<file path="src/rtl/bpuf_meas_pkg.sv">
// rtl/bpuf_meas_pkg.sv - shared FSM encoding and default sizing for the RO pair measurement stage
package bpuf_meas_pkg;

  typedef enum logic [1:0] {
    ST_IDLE  = 2'd0,
    ST_ARM   = 2'd1,
    ST_COUNT = 2'd2,
    ST_EVAL  = 2'd3
  } meas_state_e;

  localparam int DEF_CNT_W  = 16;
  localparam int DEF_RESP_W = 8;
  localparam int DEF_THRESH = 4;

endpackage

</file>
<file path="src/rtl/meas_edge_cnt.sv">
// rtl/meas_edge_cnt.sv - oscillator synchronizer, rising-edge detect and saturating edge counter
module meas_edge_cnt
  import bpuf_meas_pkg::*;
#(
  parameter int CNT_W = DEF_CNT_W
) (
  input  logic             i_clk,
  input  logic             i_rst_n,
  input  logic             i_osc,
  input  logic             i_clear,
  input  logic             i_enable,
  output logic [CNT_W-1:0] o_cnt,
  output logic             o_sat
);

  logic             r_sync1;
  logic             r_sync2;
  logic             r_prev;
  logic [CNT_W-1:0] r_cnt;
  logic             w_rise;
  logic             w_sat;

  // Synchronizer keeps running outside COUNT so no stale edge is seen when counting restarts
  always_ff @(posedge i_clk) begin
    if (!i_rst_n) begin
      r_sync1 <= 1'b0;
      r_sync2 <= 1'b0;
      r_prev  <= 1'b0;
    end else begin
      r_sync1 <= i_osc;
      r_sync2 <= r_sync1;
      r_prev  <= r_sync2;
    end
  end

  assign w_rise = r_sync2 & ~r_prev;
  assign w_sat  = &r_cnt;

  always_ff @(posedge i_clk) begin
    if (!i_rst_n) begin
      r_cnt <= '0;
    end else if (i_clear) begin
      r_cnt <= '0;
    end else if (i_enable && w_rise && !w_sat) begin
      r_cnt <= r_cnt + CNT_W'(1);
    end
  end

  assign o_cnt = r_cnt;
  assign o_sat = w_sat;

endmodule

</file>
<file path="src/rtl/meas_pair_eval.sv">
// rtl/meas_pair_eval.sv - windowed RO pair compare, bit/stability packing and valid/ready word output
module meas_pair_eval
  import bpuf_meas_pkg::*;
#(
  parameter int CNT_W  = DEF_CNT_W,
  parameter int RESP_W = DEF_RESP_W,
  parameter int THRESH = DEF_THRESH
) (
  input  logic              I_clk,
  input  logic              I_rst_n,
  input  logic              I_meas_rst,
  input  logic              I_osc_a,
  input  logic              I_osc_b,
  input  logic              I_resp_ready,
  output logic [RESP_W-1:0] O_resp,
  output logic [RESP_W-1:0] O_resp_mask,
  output logic              O_resp_valid,
  output logic              O_overrun,
  output logic              O_busy
);

  localparam int              FILL_W    = (RESP_W > 1) ? $clog2(RESP_W) : 1;
  localparam logic [FILL_W-1:0] LP_LAST = FILL_W'(RESP_W - 1);
  localparam logic [CNT_W:0]  LP_THRESH = (CNT_W + 1)'(THRESH);

  meas_state_e r_state;
  meas_state_e w_state_nxt;
  logic        w_cnt_clear;
  logic        w_cnt_en;
  logic        w_eval;

  always_ff @(posedge I_clk) begin
    if (!I_rst_n) begin
      r_state <= ST_IDLE;
    end else begin
      r_state <= w_state_nxt;
    end
  end

  // Window level is used raw; control holds each phase for ~2^20 cycles
  always_comb begin
    w_state_nxt = r_state;
    w_cnt_clear = 1'b0;
    w_cnt_en    = 1'b0;
    w_eval      = 1'b0;
    case (r_state)
      ST_IDLE: begin
        if (I_meas_rst) w_state_nxt = ST_ARM;
      end
      ST_ARM: begin
        if (!I_meas_rst) begin
          w_state_nxt = ST_COUNT;
          w_cnt_clear = 1'b1;
        end
      end
      ST_COUNT: begin
        w_cnt_en = !I_meas_rst;
        if (I_meas_rst) w_state_nxt = ST_EVAL;
      end
      ST_EVAL: begin
        w_eval      = 1'b1;
        w_state_nxt = ST_ARM;
      end
      default: w_state_nxt = ST_IDLE;
    endcase
  end

  logic [CNT_W-1:0] w_cnt_a;
  logic [CNT_W-1:0] w_cnt_b;
  logic             w_sat_a;
  logic             w_sat_b;

  meas_edge_cnt #(.CNT_W(CNT_W)) u_cnt_a (
    .i_clk    (I_clk),
    .i_rst_n  (I_rst_n),
    .i_osc    (I_osc_a),
    .i_clear  (w_cnt_clear),
    .i_enable (w_cnt_en),
    .o_cnt    (w_cnt_a),
    .o_sat    (w_sat_a)
  );

  meas_edge_cnt #(.CNT_W(CNT_W)) u_cnt_b (
    .i_clk    (I_clk),
    .i_rst_n  (I_rst_n),
    .i_osc    (I_osc_b),
    .i_clear  (w_cnt_clear),
    .i_enable (w_cnt_en),
    .o_cnt    (w_cnt_b),
    .o_sat    (w_sat_b)
  );

  logic signed [CNT_W:0] w_diff;
  logic        [CNT_W:0] w_abs;
  logic                  w_bit;
  logic                  w_stable;

  // One extra bit keeps the difference exact for any pair of CNT_W counts
  assign w_diff   = $signed({1'b0, w_cnt_a}) - $signed({1'b0, w_cnt_b});
  assign w_abs    = w_diff[CNT_W] ? $unsigned(-w_diff) : $unsigned(w_diff);
  assign w_bit    = (w_cnt_a > w_cnt_b);
  assign w_stable = (w_abs >= LP_THRESH) && !w_sat_a && !w_sat_b;

  logic [FILL_W-1:0] r_fill;
  logic [RESP_W-1:0] r_bits;
  logic [RESP_W-1:0] r_mask;
  logic [RESP_W-1:0] w_word_bits;
  logic [RESP_W-1:0] w_word_mask;
  logic              w_last;
  logic              w_load;

  always_comb begin
    w_word_bits         = r_bits;
    w_word_mask         = r_mask;
    w_word_bits[r_fill] = w_bit;
    w_word_mask[r_fill] = w_stable;
  end

  assign w_last = (r_fill == LP_LAST);
  assign w_load = w_eval && w_last && (!O_resp_valid || I_resp_ready);

  always_ff @(posedge I_clk) begin
    if (!I_rst_n) begin
      r_fill <= '0;
      r_bits <= '0;
      r_mask <= '0;
    end else if (w_eval) begin
      if (w_last) begin
        r_fill <= '0;
        r_bits <= '0;
        r_mask <= '0;
      end else begin
        r_fill <= r_fill + FILL_W'(1);
        r_bits <= w_word_bits;
        r_mask <= w_word_mask;
      end
    end
  end

  logic [RESP_W-1:0] r_resp;
  logic [RESP_W-1:0] r_resp_mask;
  logic              r_valid;
  logic              r_overrun;

  // A completing word may replace the held one only in the cycle it is being accepted
  always_ff @(posedge I_clk) begin
    if (!I_rst_n) begin
      r_resp      <= '0;
      r_resp_mask <= '0;
      r_valid     <= 1'b0;
      r_overrun   <= 1'b0;
    end else begin
      if (w_load) begin
        r_resp      <= w_word_bits;
        r_resp_mask <= w_word_mask;
        r_valid     <= 1'b1;
      end else if (r_valid && I_resp_ready) begin
        r_valid <= 1'b0;
      end
      if (w_eval && w_last && !w_load) begin
        r_overrun <= 1'b1;
      end
    end
  end

  assign O_resp       = r_resp;
  assign O_resp_mask  = r_resp_mask;
  assign O_resp_valid = r_valid;
  assign O_overrun    = r_overrun;
  assign O_busy       = (r_state == ST_COUNT) || (r_state == ST_EVAL);

endmodule

</file>
<file path="config.mk">
export PLATFORM = sky130hd
export DESIGN_NAME = meas_pair_eval
export DESIGN_NICKNAME = d
export VERILOG_FILES = /design/src/rtl/bpuf_meas_pkg.sv /design/src/rtl/meas_edge_cnt.sv /design/src/rtl/meas_pair_eval.sv
export SDC_FILE = /design/constraint.sdc
export NUM_CORES = 1
export LEC_CHECK = 0
export BUFFER_PORTS_ARGS = -buffer_cell sky130_fd_sc_hd__buf_2
export CORE_UTILIZATION = 55
export CTS_BUF_LIST = sky130_fd_sc_hd__clkbuf_4
export DETAILED_ROUTE_END_ITERATION = 8
export GPL_TIMING_DRIVEN = 0
export PLACE_DENSITY = 0.81
export SLEW_MARGIN = 20
export SYNTH_ARGS = -nofsm -noshare
export SYNTH_HDL_FRONTEND = slang
export SYNTH_SLANG_ARGS = --single-unit
</file>
<file path="constraint.sdc">
create_clock -name I_clk -period 9.8 [get_ports I_clk]
set_input_delay 0.49 -clock I_clk [delete_from_list [all_inputs] [get_ports I_clk]]
set_output_delay 0.49 -clock I_clk [all_outputs]
set_load 0.05 [all_outputs]
</file>
==> impl_metrics.toml <==
[place]
dp_slack_ns = 5.74
gp_congestion = 0.922
portBuffers = 24
dpl.hpwl_mm = 9.32

[clock_tree]
numCtsBuffers = 9
post_cts_resize_count = 0
cts_tree = "built"
cts_sinks = 77
cts-root-buf = "clkbuf_4"
cts_setup_buffers = 0
clockBufferDepth = 2
clk_pin_slew_ns = 0.13
htree_num_levels = 3
clk_latency_ns = 0.45
postCtsHoldBufs = 0

[worst_setup_path]
cp_data_required_time_ns = 10.11
critical_path_class = "flop to flop"
worst_setup_path_start_kind = "flop"
end_kind = "flop"
rr_worst_depth = 13
r2r_end = "O_resp_mask[2]"
reg2reg_slack_ns = 5.68
r2r-start = "u_cnt_a.o_cnt[0]"
path_max_fanout = 10
crit_arrival_ns = 4.43

[cells_and_area]
nets = 685
multi_input_area_um2 = 3270
antennaDiodeCount = 0
fillers = 794
syn_to_final_growth_pct = 8.73
drive_gt1_share_pct = 9.57
ff_latch_area_um2 = 1540

[power_and_ir_drop]
cellLeakagePower_nw = 2.28
power_density_nw_per_um2 = 122
finalPower_mw = 0.664
peakVddDrop_mv = 0.152

[logic_synthesis]
synth_edf_count = 0
synth_top_cell_area_share_pct = 30.8
yosysWarnings = 0
syn_area_per_cell_um2 = 8.11
synth.net_count = 649
ys_ff_latch = 77
netlist_area_um2 = 5000
synthTopCellsByArea = "dfxtp_1 (31%), ha_1 (6.3%), nor2_1 (4.7%)"
synthCells = 617
async_flop_share_pct = 0
synth_flop_cell = "dfxtp_1"
yosysTopAreaCell = "dfxtp_1"
synth_commonest_cells = "dfxtp_1 (77), nor2_1 (62), nand2_1 (61)"
yosysSeqAreaShare_pct = 30.8
synth.distinct_cells = 76
yosysMostFrequentCell = "dfxtp_1"

[timing]
setup_viol = 0
min_period_ns = 4.12
fmax_mhz = 243
slew_headroom_pct = 34.1
setup_ws_ns = 5.68
clock_skew_ns = 0.0306
report.final.hold_viol_count = 0
final_max_slew_viol_count = 0
rsz0062_at_grt = "false"
tightestPinTransition_ns = 0.986
fin_crit_sh_pct = 42.1
tns_ns = 0

[min_path]
hold_start = "I_osc_b"
holdPathStages = 2
worstHoldEndpoint = "u_cnt_b.r_sync1"
hp-class = "primary input to flop"

[die]
initial_core_util_pct = 57.1
die_w_um = 97.4
io_pins = 25
die_h_um = 97.4
core_um2 = 8760
fp-row-count = 34
die_area_um2 = 9480

[run]
cap_violations = 0

[detailed_routing]
ant_nets = 0
viasPerCell = 6.27
vias = 4801
drc_errors = 0
dr.pass1.iters = 5
drt_wl_total_mm = 12.4
drt_iter0_drc = 381
wl_per_cell_um = 16.2

[global_routing]
grt_pass1_vias = 4605
track_usage_pct = 27.0
grt_max_degree = 15
grt_pass1_wl_mm = 21.3
grt_overflow = 0
antenna_found_initial = 0

[status]
status = "completed"
## per-stage QoR
step | hold slack (ns) | util, % | area (um2) | std cells
2_1_floorplan | 0.412 | - | 5000 | 617
3_3_place_gp | 0.416 | 60.0 | 5260 | 749
3_5_place_dp | 0.429 | 60.1 | 5270 | 750
4_1_cts | 0.255 | 62.1 | 5440 | 766
5_1_grt | 0.254 | 62.1 | 5440 | 766
6_report | 0.260 | 62.1 | 5440 | 766
## worst max path at each step
stage / from / endpoint / slack, ns / depth (start not counted)
global placement: u_cnt_a.o_cnt[0] / O_resp_mask[3] / 5.85 / 13
floorplan: u_cnt_a.o_cnt[0] / O_resp_mask[0] / 6.35 / 13
CTS: u_cnt_a.o_cnt[0] / O_resp_mask[2] / 5.73 / 13
detailed placement: u_cnt_a.o_cnt[0] / O_resp_mask[3] / 5.74 / 13
finish: u_cnt_a.o_cnt[0] / O_resp_mask[2] / 5.68 / 13
global route: u_cnt_a.o_cnt[0] / O_resp_mask[2] / 5.50 / 13
## power breakdown
group	internal [mW]	switching (mW)	total (mW)
logic	0.0384	0.0721	0.110
clock network	0.109	0.121	0.230
registers	0.319	0.00526	0.324
total	0.466	0.198	0.664
## sequential cells by signal, summed over array words and instances (netlist names)
name             cells
O_resp_valid         1
u_cnt_b.o_cnt       16
u_cnt_a.r_sync2      1
r_bits               8
r_fill               3
O_overrun            1
u_cnt_a.r_sync1      1
u_cnt_b.r_sync1      1
O_resp_mask          8
r_mask               8
O_resp               8
r_state              2
u_cnt_a.o_cnt       16
u_cnt_b.r_prev       1
u_cnt_a.r_prev       1
u_cnt_b.r_sync2      1
## cell type report
class	count	share of cell area, %
Buffer	22	1.61
Clock buffer	10	1.38
Clock inverter	6	1.75
Inverter	30	2.07
Multi-Input combinational cell	488	60.1
Sequential cell	77	28.3
Tap cell	108	2.48
Timing Repair Buffer	25	2.30
## kinds of logic after synthesis
kind of cell    count (synthesis)  synth area share [%]
flops                          77                  30.8
compound gates                160                  23.6
mux                             8                  1.63
xor+xnor                       33                  5.78
buf+inv                        52                  4.00
simple gates                  261                  27.5
fa+ha+maj                      26                  6.65
## layer usage
metal	GRT usage, %	vias up	part of all wire (%)
li1	-	2328	-
met1	37.2	2271	46
met2	43.5	181	45
met3	3.81	21	7.2
met4	9.05	0	1.7
met5	0	-	0
## placed cells by master, fill, tap and decap left out, types with 7 or more instances in the layout
cell type  synthesis  final
a21oi_1           30     30
clkbuf_1          18     18
xnor2_1           20     20
and2_1            15     15
o21ai_0           21     21
nand2b_1           8      8
o21ai_1           10     10
clkbuf_4           0     10
nor3_1             9      9
nor2b_1           19     19
or3_1             13     13
nand4_1           11     11
xor2_1            13     13
o311ai_0           8      8
mux2i_1            7      7
inv_1             30     30
nand2_1           61     61
o221ai_1           7      7
o211a_1           12     12
nor2_1            62     62
ha_1              25     25
dfxtp_1           77     77
a22oi_1            8      8
a21o_1             8      8
and3_1             8      8
buf_2              1     26
nand3_1           27     27
## worst max-delay path, cell delays in order (launching register included)
cell	delay, ns
dfxtp_1	0.41
inv_1	0.07
ha_1	0.21
fa_1	0.41
nand2b_1	0.26
a211o_1	0.37
a21oi_2	0.26
o31ai_1	0.14
clkbuf_1	0.25
a221o_1	0.41
a211oi_2	0.29
nand4_2	0.17
o41ai_4	0.60
a21oi_1	0.15
Note: power is estimated with default switching activity, not from simulation.
